$ cat config.mk
export PLATFORM = sky130hd
export DESIGN_NAME = led_pattern_decode
export DESIGN_NICKNAME = d
export VERILOG_FILES = /design/src/rtl/led_pattern_decode.sv
export SDC_FILE = /design/constraint.sdc
export NUM_CORES = 1
export LEC_CHECK = 0
export BUFFER_PORTS_ARGS = -buffer_cell sky130_fd_sc_hd__buf_2
export CORE_UTILIZATION = 60
export DETAILED_ROUTE_END_ITERATION = 10
export GPL_TIMING_DRIVEN = 0
export PLACE_DENSITY = 0.87
export SYNTH_ARGS = -nofsm -noshare
export SYNTH_HDL_FRONTEND = slang
export SYNTH_SLANG_ARGS = --single-unit
$ cat constraint.sdc
create_clock -name clk -period 7.05 [get_ports clk]
set_clock_uncertainty 0.05 [all_clocks]
set_input_delay 1.7625 -clock clk [delete_from_list [all_inputs] [get_ports clk]]
set_output_delay 1.7625 -clock clk [all_outputs]
set_load 0.01 [all_outputs]
$ cat src/rtl/led_pattern_decode.sv
// led_pattern_decode: classifies two observed LED waveforms per tick window and confirms the blink state after two matching windows
//    clk       system clock, all logic on the rising edge
//    rst       synchronous active-high reset
//    tick_lf   one-clk low-frequency strobe; WINDOW_TICKS of them form one window
//    led_a/b   observed LED levels, synchronous to clk
//    state_out last confirmed state (00 off, 01 A blinks, 10 B blinks, 11 B follows A)
//    valid     one-clk pulse when a window confirms state_out
//    changed   one-clk pulse with valid when state_out takes a new value
//    err       one-clk pulse when a closing window matches no pattern
//    locked    high once any state has been confirmed since reset
module led_pattern_decode #(
   parameter int WINDOW_TICKS = 4
) (
   input  logic       clk,
   input  logic       rst,
   input  logic       tick_lf,
   input  logic       led_a,
   input  logic       led_b,
   output logic [1:0] state_out,
   output logic       valid,
   output logic       changed,
   output logic       err,
   output logic       locked
);
   logic       a_q, b_q;
   logic       a_tog_q, b_tog_q, a_hi_q, b_hi_q, follow_q;
   logic       a_tog_d, b_tog_d, a_hi_d, b_hi_d, follow_d;
   logic [7:0] cnt_q;
   logic [1:0] cand_q, cls;
   logic       cand_ok_q, close, is00, is01, is10, is11, cls_ok, confirm;
   // Flags including the current sample, so the closing cycle is part of its own window
   always_comb begin
      a_tog_d  = a_tog_q | (led_a ^ a_q);
      b_tog_d  = b_tog_q | (led_b ^ b_q);
      a_hi_d   = a_hi_q | led_a;
      b_hi_d   = b_hi_q | led_b;
      follow_d = follow_q & (led_b == a_q);
      close    = tick_lf && (cnt_q == 8'(WINDOW_TICKS - 1));
      is00     = !a_tog_d & !b_tog_d & !a_hi_d & !b_hi_d;
      is01     = a_tog_d & !b_tog_d & !b_hi_d;
      is10     = b_tog_d & !a_tog_d & !a_hi_d;
      is11     = a_tog_d & b_tog_d & follow_d;
      cls      = is00 ? 2'b00 : is01 ? 2'b01 : is10 ? 2'b10 : 2'b11;
      cls_ok   = is00 | is01 | is10 | is11;
      confirm  = cls_ok & cand_ok_q & (cls == cand_q);
   end
   always_ff @(posedge clk) begin
      if (rst) begin
         a_q       <= 1'b0;
         b_q       <= 1'b0;
         a_tog_q   <= 1'b0;
         b_tog_q   <= 1'b0;
         a_hi_q    <= 1'b0;
         b_hi_q    <= 1'b0;
         follow_q  <= 1'b1;
         cnt_q     <= 8'd0;
         cand_q    <= 2'b00;
         cand_ok_q <= 1'b0;
         state_out <= 2'b00;
         valid     <= 1'b0;
         changed   <= 1'b0;
         err       <= 1'b0;
         locked    <= 1'b0;
      end else begin
         a_q     <= led_a;
         b_q     <= led_b;
         valid   <= 1'b0;
         changed <= 1'b0;
         err     <= 1'b0;
         if (tick_lf) cnt_q <= close ? 8'd0 : cnt_q + 8'd1;
         if (close) begin
            a_tog_q  <= 1'b0;
            b_tog_q  <= 1'b0;
            a_hi_q   <= 1'b0;
            b_hi_q   <= 1'b0;
            follow_q <= 1'b1;
            if (!cls_ok) begin
               err       <= 1'b1;
               cand_ok_q <= 1'b0;
            end else if (confirm) begin
               state_out <= cls;
               valid     <= 1'b1;
               locked    <= 1'b1;
               changed   <= cls != state_out;
            end else begin
               cand_q    <= cls;
               cand_ok_q <= 1'b1;
            end
         end else begin
            a_tog_q  <= a_tog_d;
            b_tog_q  <= b_tog_d;
            a_hi_q   <= a_hi_d;
            b_hi_q   <= b_hi_d;
            follow_q <= follow_d;
         end
      end
   end
endmodule

# == Word-level counts from Yosys, hierarchy flattened ==
# Index checks and enable logic that the tools add are counted.
# classes
eq_ne,5
div_mod_pow,0
n_lt_le_gt_ge,0
reduce_logical,12
shift,0
n_mux,8
n_bitwise,24
add_sub_neg,1
multipliers,0
# op_table
operator,count
$and A1 B1 Y1,12
$add A8 B1 Y8 const B,1
$eq A8 B2 Y1 const B,1
$mux W8,1
$or A1 B1 Y1,7
$reduce_and A3 Y1,2
$mux W1,5
$logic_not A1 Y1,4
$mux W2,2
$reduce_or A2 Y1,2
$reduce_or A4 Y1,1
$not A1 Y1,3
$reduce_or A3 Y1,1
$eq A2 B2 Y1,1
$ne A2 B2 Y1,1
$ne A2 B2 Y1 const B,1
$reduce_and A2 Y1,1
$xor A1 B1 Y1,2
$eq A1 B1 Y1,1
$logic_and A1 B1 Y1,1
# totals
regBits,24
input_bits,5
latchBits,0
out_inout_bits,6
word_cells,65
mem_count,0
mem_bits_ro,0
ramBits,0

# == Depth between registers and ports, before layout ==
# Gate-level depths: netlist of the first run.
# depth
word_depth,13
depth_mapped,7
ltp_nobuf,7

# == Worst setup path after synthesis of the first run ==
# OpenSTA, ideal clock, no wires.
# synth_path
path_kind,input port to flip-flop
start,input led_b
end,register state_out[1]
t_required_ns,6.868
path_stages,7
setup_time_ns,0.132
slack_ns,3.596
t_arrival_ns,3.271
path_cell_list,buf_6 > or4b_1 > o211a_2 > mux2i_2 > nor4b_4 > mux2i_1 > a21oi_1
# synth_between
elab_chain_cells,12
word_cells_on_any_way,26
# synth_lines
element,line,rtl
start: declaration,18,"input logic led_b,"
$xor A1 B1 Y1,34,b_tog_d = b_tog_q | (led_b ^ b_q);
$or A1 B1 Y1,34,
$logic_not A1 Y1,"39, 40",
$and A1 B1 Y1 (3 in series),39,is00 = !a_tog_d & !b_tog_d & !a_hi_d & !b_hi_d;
$or A1 B1 Y1 (3 in series),44,cls_ok = is00 | is01 | is10 | is11;
$and A1 B1 Y1 (2 in series),45,confirm = cls_ok & cand_ok_q & (cls == cand_q);
$reduce_and A3 Y1 (no line),n/a,
end signal: assignment,81,state_out <= cls;
end: declaration,19,"output logic [1:0] state_out,"
# Several ways; a longest one is shown, not always the timed one.
# A chain may end at the register's enable or synchronous reset.

# == Worst setup path after layout of the first run ==
# layout_path
start,input led_b
end,register state_out[0]
# Same word-level chain as after synthesis.

==> results of run 1 <==
[kinds of logic after synthesis]
logic type | count (synthesis) | share of synthesized area, %
buf+inv | 4 | 2.16
xor+xnor | 11 | 9.23
compound gates | 16 | 10.9
simple gates | 52 | 26.3
mux | 4 | 4.20
flops | 24 | 46.0
fa+ha+maj | 1 | 1.20
[synth_stat cells, drive strengths merged (2+ instances only)]
cell type,n,area [µm²]
nand4,2,12.5
xor2,6,52.6
nand2b,3,18.8
mux2i,4,43.8
nor4,2,12.5
nor2,22,82.6
xnor2,5,43.8
nand2,7,26.3
a21oi,5,25.0
a211oi,3,27.5
nor3,4,20.0
or2,2,12.5
dfxtp,24,480
clkbuf,2,7.51
and4,2,18.8
nand3,2,10.0
[cell type report]
type | count | area [µm²] | share of cell area [%]
Tap cell | 16 | 20.0 | 1.72
Sequential cell | 24 | 480 | 41.4
Inverter | 1 | 3.75 | 0.323
Multi-Input combinational cell | 84 | 541 | 46.6
Clock inverter | 1 | 30.0 | 2.59
Timing Repair Buffer | 9 | 45.0 | 3.88
Buffer | 3 | 18.8 | 1.62
Clock buffer | 3 | 22.5 | 1.94
[placed cells by master (no fill, tap or decap), types with 2 or more instances in the layout]
cell      instances
dfxtp_1          24
nor2_1           22
buf_2             9
nand2_1           7
xor2_1            6
a21oi_1           5
xnor2_1           5
nor3_1            4
nand2b_1          3
mux2i_1           3
clkbuf_4          3
nor4_1            2
clkbuf_1          2
or2_2             2
nand3_1           2
a211oi_1          2
nand4_1           2
[flip-flops by register name, summed over array words and instances (netlist names)]
| signal | cells |
|---|---|
| changed | 1 |
| a_tog_q | 1 |
| b_hi_q | 1 |
| locked | 1 |
| valid | 1 |
| cnt_q | 8 |
| err | 1 |
| b_q | 1 |
| follow_q | 1 |
| b_tog_q | 1 |
| a_q | 1 |
| state_out | 2 |
| cand_q | 2 |
| a_hi_q | 1 |
| cand_ok_q | 1 |
[through the flow]
step / hold WS, ns / cell area [µm²] / utilization, % / setup WS (ns) / instances
after floorplan: 0.400 / 1040 / - / 3.60 / 112
after global placement: 0.397 / 1110 / 71.1 / 3.32 / 137
after detailed placement: 0.412 / 1110 / 71.1 / 3.30 / 137
after CTS: 0.445 / 1160 / 74.5 / 3.65 / 141
after global routing: 0.469 / 1160 / 74.5 / 3.43 / 141
final: 0.451 / 1160 / 74.5 / 3.60 / 141
[metal layers]
| metal | global-route usage (%) | vias to the layer above | wire length [µm] |
|---|---|---|---|
| met3 | 2.50 | 4 | 46 |
| met2 | 46.0 | 10 | 1100 |
| met1 | 30.0 | 407 | 914 |
| met5 | 0 | - | 0 |
| met4 | 9.38 | 0 | 20 |
| li1 | - | 419 | - |
[power breakdown]
group / switching, mW / leakage, nW / internal (mW)
logic: 0.0139 / 0.239 / 0.00999
registers: 0.00488 / 0.196 / 0.140
clock network: 0.0415 / 0.0279 / 0.0575
[worst register-to-register path: cells and delay by family (launching register included)]
kind                     cells  cell delay (ns)
adder cells (fa/ha/maj)      1             0.21
AND/OR/NAND/NOR              6             1.45
flip-flops                   1             0.42
[path summary, 6_finish.rpt]
kind         startpoint            to  slack, ns  cells past startpoint
max               led_b  state_out[0]       3.60                      7
min              locked        locked       0.45                      2
max reg2reg    cnt_q[0]  state_out[0]       4.80                      7
min reg2reg      locked        locked       0.45                      2
==> flow_summary.ini, run 1 <==
[critical_path]
end_kind = flip-flop
path_max_fanout = 10
slowest_delay_ns = 0.57
cp.required_ns = 7.20
crit_buf_inv = 1
path_delay_family = simple AND/OR/NAND/NOR gates
crit_path_top_delay_cell = nor3_1
crit_chain = buf_6, or2_2, a21oi_1, a211oi_1, nor3_1, and4_2, nor3_1
crit_path_start_kind = input pin
crit_type = input pin to flip-flop
crit_top_cell = nor3_1
crit_arrival_ns = 3.60

[drt]
ant_nets = 0
drt_wl_total_mm = 2.08
avgRoutedWirePerCell_um = 14.7
dr.pass1.iters = 4
detail_route.iter0.violations = 15
routed_via_density = 5.96
drc = 0
vias = 840

[yosys]
ys_seq_area_share_pct = 46.0
synthCells = 112
synthDistinctLibCells = 36
syn-num-nets = 118
synth-seq-cells = 24
synth_edf_count = 0
synth_top_flop_cell = dfxtp_1
synthArstFlopShare_pct = 0
syn_area_um2 = 1040
ys_warn_count = 0
syn_area_per_cell_um2 = 9.32

[floorplanning]
die_w_um = 43.7
rows = 14
design.core.area_um2 = 1560
dieArea_um2 = 1910
boundaryPins = 11
die_h_um = 43.7
start_util_pct = 66.9

[hold_path]
hold_path.class = flip-flop to flip-flop

[sta]
fin_crit_ns = 3.45
finalMaxSlewViolations = 0
fmax_mhz = 290
min_period_over_period_pct = 49.0
finalHoldViolCount = 0
worst_pin_slew_ns = 0.692
setup_viol = 0
finalSetupTns_ns = 0
rsz0062_at_grt = false
max_slew_margin_pct = 53.5

[clock_network]
hold_buffers = 0
cts_root_buf = clkbuf_4
cts_made_buffers = 3
clkTransAtPathRegs_ns = 0.13
post_cts_buffers = 0
cts_num_sinks = 24
clk_latency_ns = 0.31
clock_path_buffers = 2
htreeDepth = 1
cts_resized = 0
cts_tree = yes

[place]
dpl.hpwl_mm = 1.51
numPortBuffers = 9
gp_congestion = 0.760

[power_and_ir_drop]
ir_worst_vdd_uv = 166
p_leak_nw = 0.463
power_mw = 0.268
p_per_area_nw_per_um2 = 231

[flow_run]
drv_cap = 0

[global_route]
grt_pass1_vias = 843
overflow = 0
grt_pass1_wl_mm = 3.57
grt_start_max_net_pins = 15
grt_use_total_pct = 25.1
antenna_found_initial = 0

[layout]
antenna_cells = 0
syn_to_final_growth_pct = 11.3
nFillCells = 116
nNetsFinal = 132
drive_gt1_share_pct = 16.8

[outcome]
status = finished clean
(Power assumes the default switching activity.)
==> run 2, diff against run 1 <==
--- a/config.mk
+++ b/config.mk
@@ -6,10 +6,10 @@
 export NUM_CORES = 1
 export LEC_CHECK = 0
 export BUFFER_PORTS_ARGS = -buffer_cell sky130_fd_sc_hd__buf_2
-export CORE_UTILIZATION = 60
+export CORE_UTILIZATION = 50
 export DETAILED_ROUTE_END_ITERATION = 10
 export GPL_TIMING_DRIVEN = 0
-export PLACE_DENSITY = 0.87
+export PLACE_DENSITY = 0.78
 export SYNTH_ARGS = -nofsm -noshare
 export SYNTH_HDL_FRONTEND = slang
 export SYNTH_SLANG_ARGS = --single-unit
==> constraint.sdc (replaced) <==
create_clock -name clk -period 2.8 [get_ports clk]
set_clock_uncertainty 0.05 [all_clocks]
set_input_delay 0.7 -clock clk [delete_from_list [all_inputs] [get_ports clk]]
set_output_delay 0.7 -clock clk [all_outputs]
set_load 0.01 [all_outputs]
==> flow_summary.ini, run 2 (synthesized netlist as in run 1, its figures left out) <==
[outcome]
status = finished clean

[sta]
setup_viol = 0
fmax_mhz = 417
finalMaxSlewViolations = 0
max_slew_margin_pct = 54.5
worst_pin_slew_ns = 0.677
rsz0062_at_grt = false
finalSetupTns_ns = 0
finalHoldViolCount = 0
min_period_over_period_pct = 85.7
fin_crit_ns = 2.40
finalWorstSetupSlack_ns = 0.401

[critical_path]
crit_type = input pin to flip-flop
slowest_delay_ns = 0.45
crit_path_start = led_a
end_kind = flip-flop
crit_buf_inv = 1
crit_chain = buf_2, nor4_1, o211a_2, mux2i_2, nor4b_4, mux2i_1, a21oi_1
path_max_fanout = 6
crit_path_top_delay_cell = nor4_1
cp.required_ns = 2.94
crit_arrival_ns = 2.54
crit_path_start_kind = input pin
path_delay_family = simple AND/OR/NAND/NOR gates
timing.rr.start = a_q

[layout]
final_cell_area_um2 = 1160
largest_reg_flops = 8
nNetsFinal = 132
largest-register = cnt_q
antenna_cells = 0
drive_gt1_share_pct = 16.8
nFillCells = 192
final_cell_mix = dfxtp_1, nor2_1, buf_2
final_common_cell = dfxtp_1
instances_no_fill = 152
finish.utilization_pct = 59.1
syn_to_final_growth_pct = 11.0
largestRegisters = cnt_q x8, cand_q x2, state_out x2

[global_route]
grt_start_max_net_pins = 14
overflow = 0
grt_use_total_pct = 17.8
grt_pass1_wl_mm = 2.77
grt_pass1_vias = 672
antenna_found_initial = 0

[floorplanning]
start_util_pct = 53.2
die_w_um = 47.7
rows = 16
boundaryPins = 11
design.core.area_um2 = 1960
die_h_um = 47.7
dieArea_um2 = 2270

[clock_network]
cts_tree = yes
clkTransAtPathRegs_ns = 0.12
cts_made_buffers = 3
clock_path_buffers = 2
cts_root_buf = clkbuf_4
post_cts_buffers = 0
hold_buffers = 0
cts_num_sinks = 24
cts_resized = 0
clk_latency_ns = 0.30
htreeDepth = 1

[drt]
dr.pass1.iters = 4
vias = 790
drc = 0
ant_nets = 0
detail_route.iter0.violations = 4
avgRoutedWirePerCell_um = 11.6
routed_via_density = 5.20
drt_wl_total_mm = 1.76

[hold_path]
hold_path.class = flip-flop to flip-flop
min_from = locked

[power_and_ir_drop]
clkPwrFrac_pct = 29.3
p_leak_nw = 0.456
seqPwrFrac_pct = 61.0
p_per_area_nw_per_um2 = 514
p_int_mw = 0.457
ir_worst_vdd_uv = 361
p_sw_share_pct = 23.2
p_comb_share_pct = 9.7
netSwitchingPower_mw = 0.138

[flow_run]
drv_cap = 0

[place]
gp_congestion = 0.754
dpl_cell_area_um2 = 1120
dpl.hpwl_mm = 1.34
dp_slack_ns = 0.0693
numPortBuffers = 9
dpl.cell_count = 148
run 2: changes by cell type in the layout (fill, tap and decap cells not counted):
cell	before	now
clkbuf_8	0	1
bufinv_16	1	0
run 2: final timing paths:
kind                                     end  slack (ns)  cells past startpoint
worst min register to register        locked        0.43                      2
worst max-delay path            state_out[1]        0.40                      7
worst min-delay path                  locked        0.43                      2
worst max register to register  state_out[1]        0.54                      6
run 2: per-stage QoR:
stage               power, mW  hold WS [ns]
global placement        0.427         0.402
floorplan               0.415         0.400
detailed placement      0.430         0.417
global route            0.630         0.481
CTS                     0.604         0.447
finish                  0.596         0.434
run 2: power by group through the flow:
stage	Sequential, mW	Clock (mW)	Combinational, mW
floorplan	0.369	0	0.0455
global placement	0.371	0	0.0565
detailed placement	0.371	0	0.0584
finish	0.364	0.174	0.0579
global route	0.366	0.199	0.0657
CTS	0.364	0.181	0.0590
run 2: cell type report:
type	instances	area [µm²]	area share, %
buffer	3	18.8	1.62
multi-input combinational	84	541	46.7
timing repair buffer	9	45.0	3.89
inverter	1	3.75	0.324
tap	27	33.8	2.92
sequential	24	480	41.5
clock buffer	4	36.3	3.13
run 2: layer usage:
metal | global-route usage, % | vias up | part of all wire, %
li1 | - | 419 | -
met4 | 7.78 | 0 | 0.51
met3 | 4.53 | 2 | 2.2
met2 | 30.0 | 7 | 48
met1 | 21.3 | 362 | 49
met5 | 0 | - | 0
run 2: worst reg2reg max path, cell delays in order (launching register included):
cell and delay (ns):
dfxtp_1 0.38, nor4_1 0.45, o211a_2 0.34, mux2i_2 0.29, nor4b_4 0.32, mux2i_1 0.23
a21oi_1 0.08
==> run 3, diff against run 2 <==
--- a/config.mk
+++ b/config.mk
@@ -6,10 +6,11 @@
 export NUM_CORES = 1
 export LEC_CHECK = 0
 export BUFFER_PORTS_ARGS = -buffer_cell sky130_fd_sc_hd__buf_2
-export CORE_UTILIZATION = 50
+export CORE_UTILIZATION = 25
 export DETAILED_ROUTE_END_ITERATION = 10
 export GPL_TIMING_DRIVEN = 0
-export PLACE_DENSITY = 0.78
+export MAX_ROUTING_LAYER = met4
+export PLACE_DENSITY = 0.48
 export SYNTH_ARGS = -nofsm -noshare
 export SYNTH_HDL_FRONTEND = slang
 export SYNTH_SLANG_ARGS = --single-unit
==> flow_summary.ini, run 3 (synthesized netlist as in run 1, its figures left out) <==
[layout]
drive_gt1_share_pct = 16.8
largestRegisters = cnt_q x8, cand_q x2, state_out x2
nNetsFinal = 132
largest_reg_flops = 8
syn_to_final_growth_pct = 17.1
final_common_cell = dfxtp_1
final_cell_mix = dfxtp_1, nor2_1, buf_2
nFillCells = 418
largest-register = cnt_q
final_cell_area_um2 = 1220
antenna_cells = 0

[global_route]
grt_start_max_net_pins = 15
grt_use_total_pct = 9.90
overflow = 0
grt_pass1_vias = 705
antenna_found_initial = 0
grt_pass1_wl_mm = 3.24

[place]
numPortBuffers = 9
dpl_cell_area_um2 = 1150
dpl.hpwl_mm = 1.48
dp_slack_ns = 0.0632
gp_congestion = 0.733

[drt]
drc = 0
ant_nets = 0
dr.pass1.iters = 4
vias = 793
drt_wl_total_mm = 1.97
routed_via_density = 4.53
detail_route.iter0.violations = 12
avgRoutedWirePerCell_um = 11.3

[hold_path]
min_from = locked
hold_depth = 2
hold_end = locked
hold_path.class = flip-flop to flip-flop

[clock_network]
hold_buffers = 0
htreeDepth = 1
clk_latency_ns = 0.27
post_cts_buffers = 0
cts_root_buf = clkbuf_8
cts_made_buffers = 3
clock_path_buffers = 2
clkTransAtPathRegs_ns = 0.09
cts_tree = yes
cts_num_sinks = 24
cts_resized = 0

[sta]
fin_crit_ns = 2.44
min_period_over_period_pct = 87.1
fmax_mhz = 410
max_slew_margin_pct = 56.1
whs_ns = 0.426
finalSetupTns_ns = 0
setup_viol = 0
finalHoldViolCount = 0
finalMaxSlewViolations = 0
rsz0062_at_grt = false
worst_pin_slew_ns = 0.654
finalWorstSetupSlack_ns = 0.361

[critical_path]
r2r_end = state_out[1]
timing.rr.start = a_q
crit_type = input pin to flip-flop
end_kind = flip-flop
crit_arrival_ns = 2.53
r2r_slack_ns = 0.55
crit_path_start_kind = input pin
worst-r2r-cell-count = 6
path_max_fanout = 6
cp.required_ns = 2.89

[floorplanning]
start_util_pct = 26.1
design.core.area_um2 = 4000
die_h_um = 66.6
rows = 23
die_w_um = 66.6
boundaryPins = 11
dieArea_um2 = 4440

[flow_run]
drv_cap = 0

[power_and_ir_drop]
power_mw = 0.722
ir_worst_vdd_uv = 267
p_per_area_nw_per_um2 = 591
p_leak_nw = 0.471

[outcome]
status = finished clean
run 3: cell types whose count changed in the layout (fill, tap and decap cells not counted):
cell and change:
bufinv_16 +1, clkbuf_8 +2, clkbuf_4 -3
run 3: critical path: stages:
cell     delay [ns]
buf_2          0.13
nor4_1         0.44
o211a_2        0.34
mux2i_2        0.29
nor4b_4        0.33
mux2i_1        0.22
a21oi_1        0.07
run 3: worst max-delay path by stage:
stage          startpoint            to  slack [ns]  depth (start not counted)
6_report            led_a  state_out[1]        0.36                          7
5_1_grt             led_b  state_out[0]        0.17                          7
3_3_place_gp        led_b  state_out[0]        0.11                          7
4_1_cts             led_a  state_out[1]        0.35                          7
3_5_place_dp        led_a  state_out[1]        0.06                          7
2_1_floorplan       led_b  state_out[1]        0.41                          7
run 3: layout make-up:
cell class,instances,area [µm²],share of cell area [%]
Timing Repair Buffer,9,45.0,3.68
Multi-Input combinational cell,84,541,44.2
Tap cell,50,62.6,5.12
Buffer,3,18.8,1.54
Sequential cell,24,480,39.3
Clock buffer,3,41.3,3.38
Clock inverter,1,30.0,2.46
Inverter,1,3.75,0.307
run 3: per-stage QoR:
step                      util [%]  instances
after floorplan                  -        112
after global placement        28.8        171
after detailed placement      28.8        171
after CTS                     30.6        175
after global routing          30.6        175
final                         30.6        175
run 3: power by group:
group	total, mW	leakage [nW]	switching (mW)	internal (mW)
clock	0.299	0.0357	0.108	0.191
sequential	0.364	0.196	0.0110	0.353
combinational	0.0591	0.239	0.0340	0.0251
run 3: routing by layer:
metal	vias up	global-route usage, %	wire length (µm)
met4	0	3.99	10
met2	7	14.6	860
met5	-	-	0
met3	2	1.54	41
met1	367	13.4	1060
li1	417	-	-
